### config.mk
export PLATFORM = sky130hd
export DESIGN_NAME = lab7_input_conditioner
export DESIGN_NICKNAME = d
export VERILOG_FILES = /design/src/rtl/lab7_input_pkg.sv /design/src/rtl/key_debounce.sv /design/src/rtl/lab7_input_conditioner.sv
export SDC_FILE = /design/constraint.sdc
export NUM_CORES = 1
export LEC_CHECK = 0
export CAP_MARGIN = 40
export CELL_PAD_IN_SITES_DETAIL_PLACEMENT = 1
export CELL_PAD_IN_SITES_GLOBAL_PLACEMENT = 2
export CORE_MARGIN = 2
export CORE_UTILIZATION = 36
export DETAILED_ROUTE_END_ITERATION = 10
export GPL_ROUTABILITY_DRIVEN = 1
export PLACE_DENSITY_LB_ADDON = 0.3
export SLEW_MARGIN = 20
export SYNTH_ARGS = -nofsm -noshare
export SYNTH_HDL_FRONTEND = slang
export SYNTH_SLANG_ARGS = --single-unit
### constraint.sdc
create_clock -name clk_clk -period 1.8 [get_ports clk_clk]
set_input_delay 0.27 -clock clk_clk [delete_from_list [all_inputs] [get_ports clk_clk]]
set_output_delay 0.27 -clock clk_clk [all_outputs]
set_load 0.005 [all_outputs]
### src/rtl/lab7_input_pkg.sv
// Shared types and constants for the user-input conditioning stage.
package lab7_input_pkg;
    typedef enum logic [1:0] {IDLE, PRESS_WAIT, PRESSED, RELEASE_WAIT} debounce_state_t;

    localparam int DEBOUNCE_CYCLES_DEFAULT = 500000;
    localparam int SYNC_STAGES             = 2;
endpackage

### src/rtl/key_debounce.sv
// One pushbutton: invert, synchronize, debounce with a press/release FSM,
// and emit a registered level plus a one-cycle press strobe.
module key_debounce
    import lab7_input_pkg::*;
#(
    parameter int N         = DEBOUNCE_CYCLES_DEFAULT,
    parameter int CNT_WIDTH = $clog2(N)
) (
    input  logic clk,
    input  logic rst_n,
    input  logic key_n,
    output logic level,
    output logic pulse
);
    localparam logic [CNT_WIDTH-1:0] CNT_MAX = CNT_WIDTH'(N - 1);

    logic [SYNC_STAGES-1:0] sync_ff;
    logic                   key_sync;
    debounce_state_t        state;
    logic [CNT_WIDTH-1:0]   cnt;

    assign key_sync = sync_ff[SYNC_STAGES-1];

    always_ff @(posedge clk or negedge rst_n) begin
        if (!rst_n) begin
            sync_ff <= '0;
            state   <= IDLE;
            cnt     <= '0;
            level   <= 1'b0;
            pulse   <= 1'b0;
        end else begin
            sync_ff <= {sync_ff[SYNC_STAGES-2:0], ~key_n};
            pulse   <= 1'b0;
            case (state)
                IDLE: begin
                    if (key_sync) begin
                        state <= PRESS_WAIT;
                        cnt   <= '0;
                    end
                end
                PRESS_WAIT: begin
                    if (!key_sync) begin
                        state <= IDLE;
                    end else if (cnt == CNT_MAX) begin
                        state <= PRESSED;
                        level <= 1'b1;
                        pulse <= 1'b1;
                    end else begin
                        cnt <= cnt + 1'b1;
                    end
                end
                PRESSED: begin
                    if (!key_sync) begin
                        state <= RELEASE_WAIT;
                        cnt   <= '0;
                    end
                end
                RELEASE_WAIT: begin
                    // A bounce back to active during release keeps the key held.
                    if (key_sync) begin
                        state <= PRESSED;
                    end else if (cnt == CNT_MAX) begin
                        state <= IDLE;
                        level <= 1'b0;
                    end else begin
                        cnt <= cnt + 1'b1;
                    end
                end
                default: state <= IDLE;
            endcase
        end
    end
endmodule

### src/rtl/lab7_input_conditioner.sv
// Conditions raw pushbuttons and slide switches into clean, debounced PIO
// levels and press strobes; clear takes priority over accumulate strobes.
module lab7_input_conditioner
    import lab7_input_pkg::*;
#(
    parameter int SW_WIDTH        = 8,
    parameter int DEBOUNCE_CYCLES = DEBOUNCE_CYCLES_DEFAULT,
    parameter int CNT_WIDTH       = $clog2(DEBOUNCE_CYCLES)
) (
    input  logic                clk_clk,
    input  logic                reset_reset_n,
    input  logic                key_clear_n,
    input  logic                key_accum_n,
    input  logic [SW_WIDTH-1:0] sw_raw,
    output logic                clear_export,
    output logic                accumulate_export,
    output logic [SW_WIDTH-1:0] switch_export,
    output logic                clear_pulse,
    output logic                accumulate_pulse
);
    localparam logic [CNT_WIDTH-1:0] CNT_MAX = CNT_WIDTH'(DEBOUNCE_CYCLES - 1);

    logic accum_pulse_raw;

    key_debounce #(.N(DEBOUNCE_CYCLES), .CNT_WIDTH(CNT_WIDTH)) u_clear (
        .clk   (clk_clk),
        .rst_n (reset_reset_n),
        .key_n (key_clear_n),
        .level (clear_export),
        .pulse (clear_pulse)
    );

    key_debounce #(.N(DEBOUNCE_CYCLES), .CNT_WIDTH(CNT_WIDTH)) u_accum (
        .clk   (clk_clk),
        .rst_n (reset_reset_n),
        .key_n (key_accum_n),
        .level (accumulate_export),
        .pulse (accum_pulse_raw)
    );

    // Software must never see an accumulate strobe while a clear is active.
    assign accumulate_pulse = accum_pulse_raw & ~clear_export & ~clear_pulse;

    logic [SYNC_STAGES-1:0][SW_WIDTH-1:0] sw_meta;
    logic [SW_WIDTH-1:0]                  sw_sync;
    logic [SW_WIDTH-1:0]                  sw_cand;
    logic [CNT_WIDTH-1:0]                 sw_cnt;

    assign sw_sync = sw_meta[SYNC_STAGES-1];

    // Whole-vector tracker: any bit change restarts the stability count.
    always_ff @(posedge clk_clk or negedge reset_reset_n) begin
        if (!reset_reset_n) begin
            sw_meta       <= '0;
            sw_cand       <= '0;
            sw_cnt        <= '0;
            switch_export <= '0;
        end else begin
            sw_meta <= {sw_meta[SYNC_STAGES-2:0], sw_raw};
            if (sw_sync != sw_cand) begin
                sw_cand <= sw_sync;
                sw_cnt  <= '0;
            end else if (sw_cnt == CNT_MAX) begin
                switch_export <= sw_cand;
            end else begin
                sw_cnt <= sw_cnt + 1'b1;
            end
        end
    end
endmodule

==> summary.txt <==
Setup path
  – CP Launch Type: register
  – Worst r2r path cells: 5
  – WP data arrival: between 2000 and 2500 ps
  – CP cell instances: nor3b_1 -> nand4_4 -> nor3_4 -> buf_6 -> mux2_2
  – Crit-path max FO: 5
  – Delay-heaviest family, CP: simple AND/OR/NAND/NOR gates
  – Crit. End Element: register
  – Max incr delay on CP: approximately 450 ps
  – Required @ worst endpoint: 2040 ps
  – Worst path slowest cell: dfrtp_1
  – CP Buf/Inv Count: 1
  – WS Path Type: register to register
  – Worst path depth: 5

CTS
  – Clock slew at reported path FFs: approximately 70 ps
  – CTS root buf: clkbuf_16
  – Number of CTS-inserted buffers: 9
  – CTS tree: done
  – Later-pin clock latency in the skew report: 350 ps
  – H-tree depth: 3
  – CTS sink cnt: between 100 and 150
  – Bufs on Longest Clock Path: 2

Floorplan
  – Row count: 41
  – Core area: ~0.013 mm²
  – Num ports: 24
  – Die width: between 100 and 150 µm
  – Die area: about 0.014 mm²
  – Die Height: roughly 120 µm
  – Initial Utilization: 36.9%

GRT
  – First-pass GRT wire length: 20.3 mm
  – Initial antenna violation count: 0
  – Gr usage total: 18.2%
  – GRT Residual Overflow: 0
  – Number of global-route vias before repair: 4073
  – Largest net degree at the start of global routing: 45

Pwr
  – Internal power: 3.82 mW
  – Seq pwr share: about half
  – Pwr Density: approximately 790 mW/mm²
  – Peak supply drop: 0.392 mV
  – Net Sw Frac: 22.3%
  – Pleak: around 2.8 nW
  – P_sw: ~1.1 mW
  – Clk pwr share: between 40 and 50%
  – Logic pwr share: roughly 6%

Route
  – Final ANT Viol Nets: 0
  – Drt total wl: approximately 12 mm
  – Vias per cell: 5.26
  – Via count: between 3000 and 4000
  – DR WL/cell: 16.7 µm
  – DRC: 0
  – DRT iter0 DRCs: a little over 200
  – Router iterations before antenna repair: 4

Synthesis
  – Main flop type after synthesis: dfrtp_1
  – Syn nets: between 400 and 500
  – Synth Register Bits: about 100
  – Most area-hungry cell type in the Yosys netlist: dfrtp_1
  – Post-synthesis average cell area: a little over 10 µm²
  – Synth Instances: roughly 450
  – Syn Std Cell Area: 0.00468 mm²
  – Ys Warns: 0
  – Sequential fraction of the synthesis area: a little over half
  – Synth top area share: a little over half
  – FFs w/ async S/R, synth: 100%
  – Count of cell types in the netlist: 58
  – Post-synth EDFFs: 0
  – Ranking of synthesized cells by area: dfrtp_1 (54%), xor2_1 (3.9%), nor2_1 (3.9%)

Cells and area
  – Fin area: roughly 0.0062 mm²
  – Layout net count: 560
  – Post-layout util: 49.2%
  – Share of cells above drive strength 1: roughly a quarter
  – Most common cell after layout, fill and taps aside: dfrtp_1
  – Most frequent cells in the layout: dfrtp_1 (100), buf_4 (73), nor2_1 (48), nand2_1 (44), nand3_1 (24)
  – # diodes: 0
  – Layout area overhead: 33.2%

Timing
  – Final min period: 1830 ps
  – Fin crit share: 101%
  – RSZ-0062 raised after global routing: true
  – Peak Freq: 547 MHz
  – Post-route setup TNS: -167 ps
  – Count of final setup violators: 9
  – Slew @ Worst Pin: 508 ps
  – Worst relative slew slack: approximately 66%
  – Final Hold Vio Count: 0
  – Final WS setup: -26.8 ps
  – Skew final: approximately 10 ps
  – Max-slew violations: 0

Run status
  – Outcome: complete, but fails checks
  – Failing checks: setup timing

Placed design
  – Post-place instance area: about 0.0056 mm²
  – I/O Buffers: 23
  – Post-detail-place hpwl: 8.31 mm
  – Placer Congestion: 0.804

Hold path
  – Hold depth: 0
  – Hold Path Class: register to register

Run
  – Max Cap Viol: 0
routing by layer:
layer  track usage [%]  part of all wire [%]  vias to the layer above
li1                  -                     -                     1796
met1              23.4                    46                     1955
met2              30.8                    50                       36
met3              4.55                   2.4                        8
met4              4.14                  0.82                        0
met5                 0                     0                        -
final timing paths:
path / start / to / slack [ps]
worst max-delay path: sw_cnt[5] / switch_export[1] / -30
worst min-delay path: sw_meta[7] / sw_sync[7] / 350
worst max register to register: sw_cnt[5] / switch_export[1] / -30
worst min register to register: sw_meta[7] / sw_sync[7] / 350
max in group asynchronous: reset_reset_n / u_clear.cnt[18] / 780
min in group asynchronous: reset_reset_n / sw_cand[3] / 430
area by class of cell:
class                   count  area (µm²)
fillers                  1399        6440
flip-flops and latches    101        2530
multi-input cells         318        2240
repair buffers            101         852
clock buffers               9         225
well taps                 172         215
clock inverters             6         119
inverters                  14        52.6
state kept, by name (all words and copies together), names as in the netlist, named ones only:
| register | flops |
|---|---|
| sw_cand | 8 |
| u_accum.state | 1 |
| switch_export | 8 |
| u_accum.level | 1 |
| u_clear.level | 1 |
| u_clear.pulse | 1 |
| sw_meta | 8 |
| u_accum.pulse | 1 |
| sw_sync | 8 |
| u_clear.cnt | 19 |
| u_accum.sync_ff | 2 |
| u_clear.state | 1 |
| u_accum.cnt | 19 |
| sw_cnt | 19 |
| u_clear.sync_ff | 2 |
metrics by stage:
stage / hold slack, ps / cells / total power, mW / setup slack (ps)
floorplan: -25.6 / 452 / 2.51 / 1.58
global placement: 261 / 699 / 2.67 / -28.4
detailed placement: 267 / 699 / 2.69 / -120
CTS: 339 / 718 / 4.97 / -25.6
global route: 344 / 721 / 5.09 / -91.9
finish: 352 / 721 / 4.91 / -26.8
power by group through the flow:
stage | Clock [mW] | Sequential [mW] | Combinational, mW
final | 2.25 | 2.36 | 0.296
after global routing | 2.40 | 2.37 | 0.330
after CTS | 2.31 | 2.36 | 0.297
after detailed placement | 0 | 2.40 | 0.284
after global placement | 0 | 2.40 | 0.273
after floorplan | 0 | 2.40 | 0.111
kinds of logic (layout without fill, tap and decap cells):
group                      Yosys count  in the layout  synth area share, %
adders and majority gates            3              3                0.803
muxes                               19             19                 4.31
DFF                                101            101                 54.1
buffers and inverters               33            130                 2.92
xor gates and xnor gates            28             28                 5.24
and+or+nand+nor                    191            191                 22.3
AOI/OAI and AO/OA                   77             77                 10.4
synth_stat cells (2+ instances only):
| cell | number |
|---|---|
| a211o_1 | 2 |
| a21oi_1 | 8 |
| a22o_1 | 6 |
| a31oi_1 | 3 |
| and2_1 | 2 |
| and3_1 | 6 |
| and4_1 | 3 |
| clkbuf_1 | 16 |
| dfrtp_1 | 101 |
| ha_1 | 3 |
| inv_1 | 14 |
| mux2_2 | 9 |
| mux2i_1 | 10 |
| nand2_1 | 44 |
| nand2b_1 | 3 |
| nand3_1 | 27 |
| nand4_1 | 16 |
| nand4_2 | 3 |
| nand4b_1 | 3 |
| nor2_1 | 48 |
| nor3_1 | 6 |
| nor3b_1 | 2 |
| nor4_1 | 6 |
| nor4_2 | 2 |
| nor4b_1 | 3 |
| o211ai_1 | 3 |
| o21ai_0 | 31 |
| o21ai_1 | 4 |
| o31ai_1 | 9 |
| o41ai_1 | 2 |
| or3_1 | 2 |
| or4_1 | 3 |
| xnor2_1 | 7 |
| xor2_1 | 21 |
repair_timing:
action                                  4_1_cts  5_1_grt
hold buffers                                  1        0
endpoints found under the setup margin       25       40
resized for setup                            17       36
hold endpoints to repair                     31        0
pin swaps                                     9       14
buffers inserted                              3        3
Power figures use the tool's default switching activity.
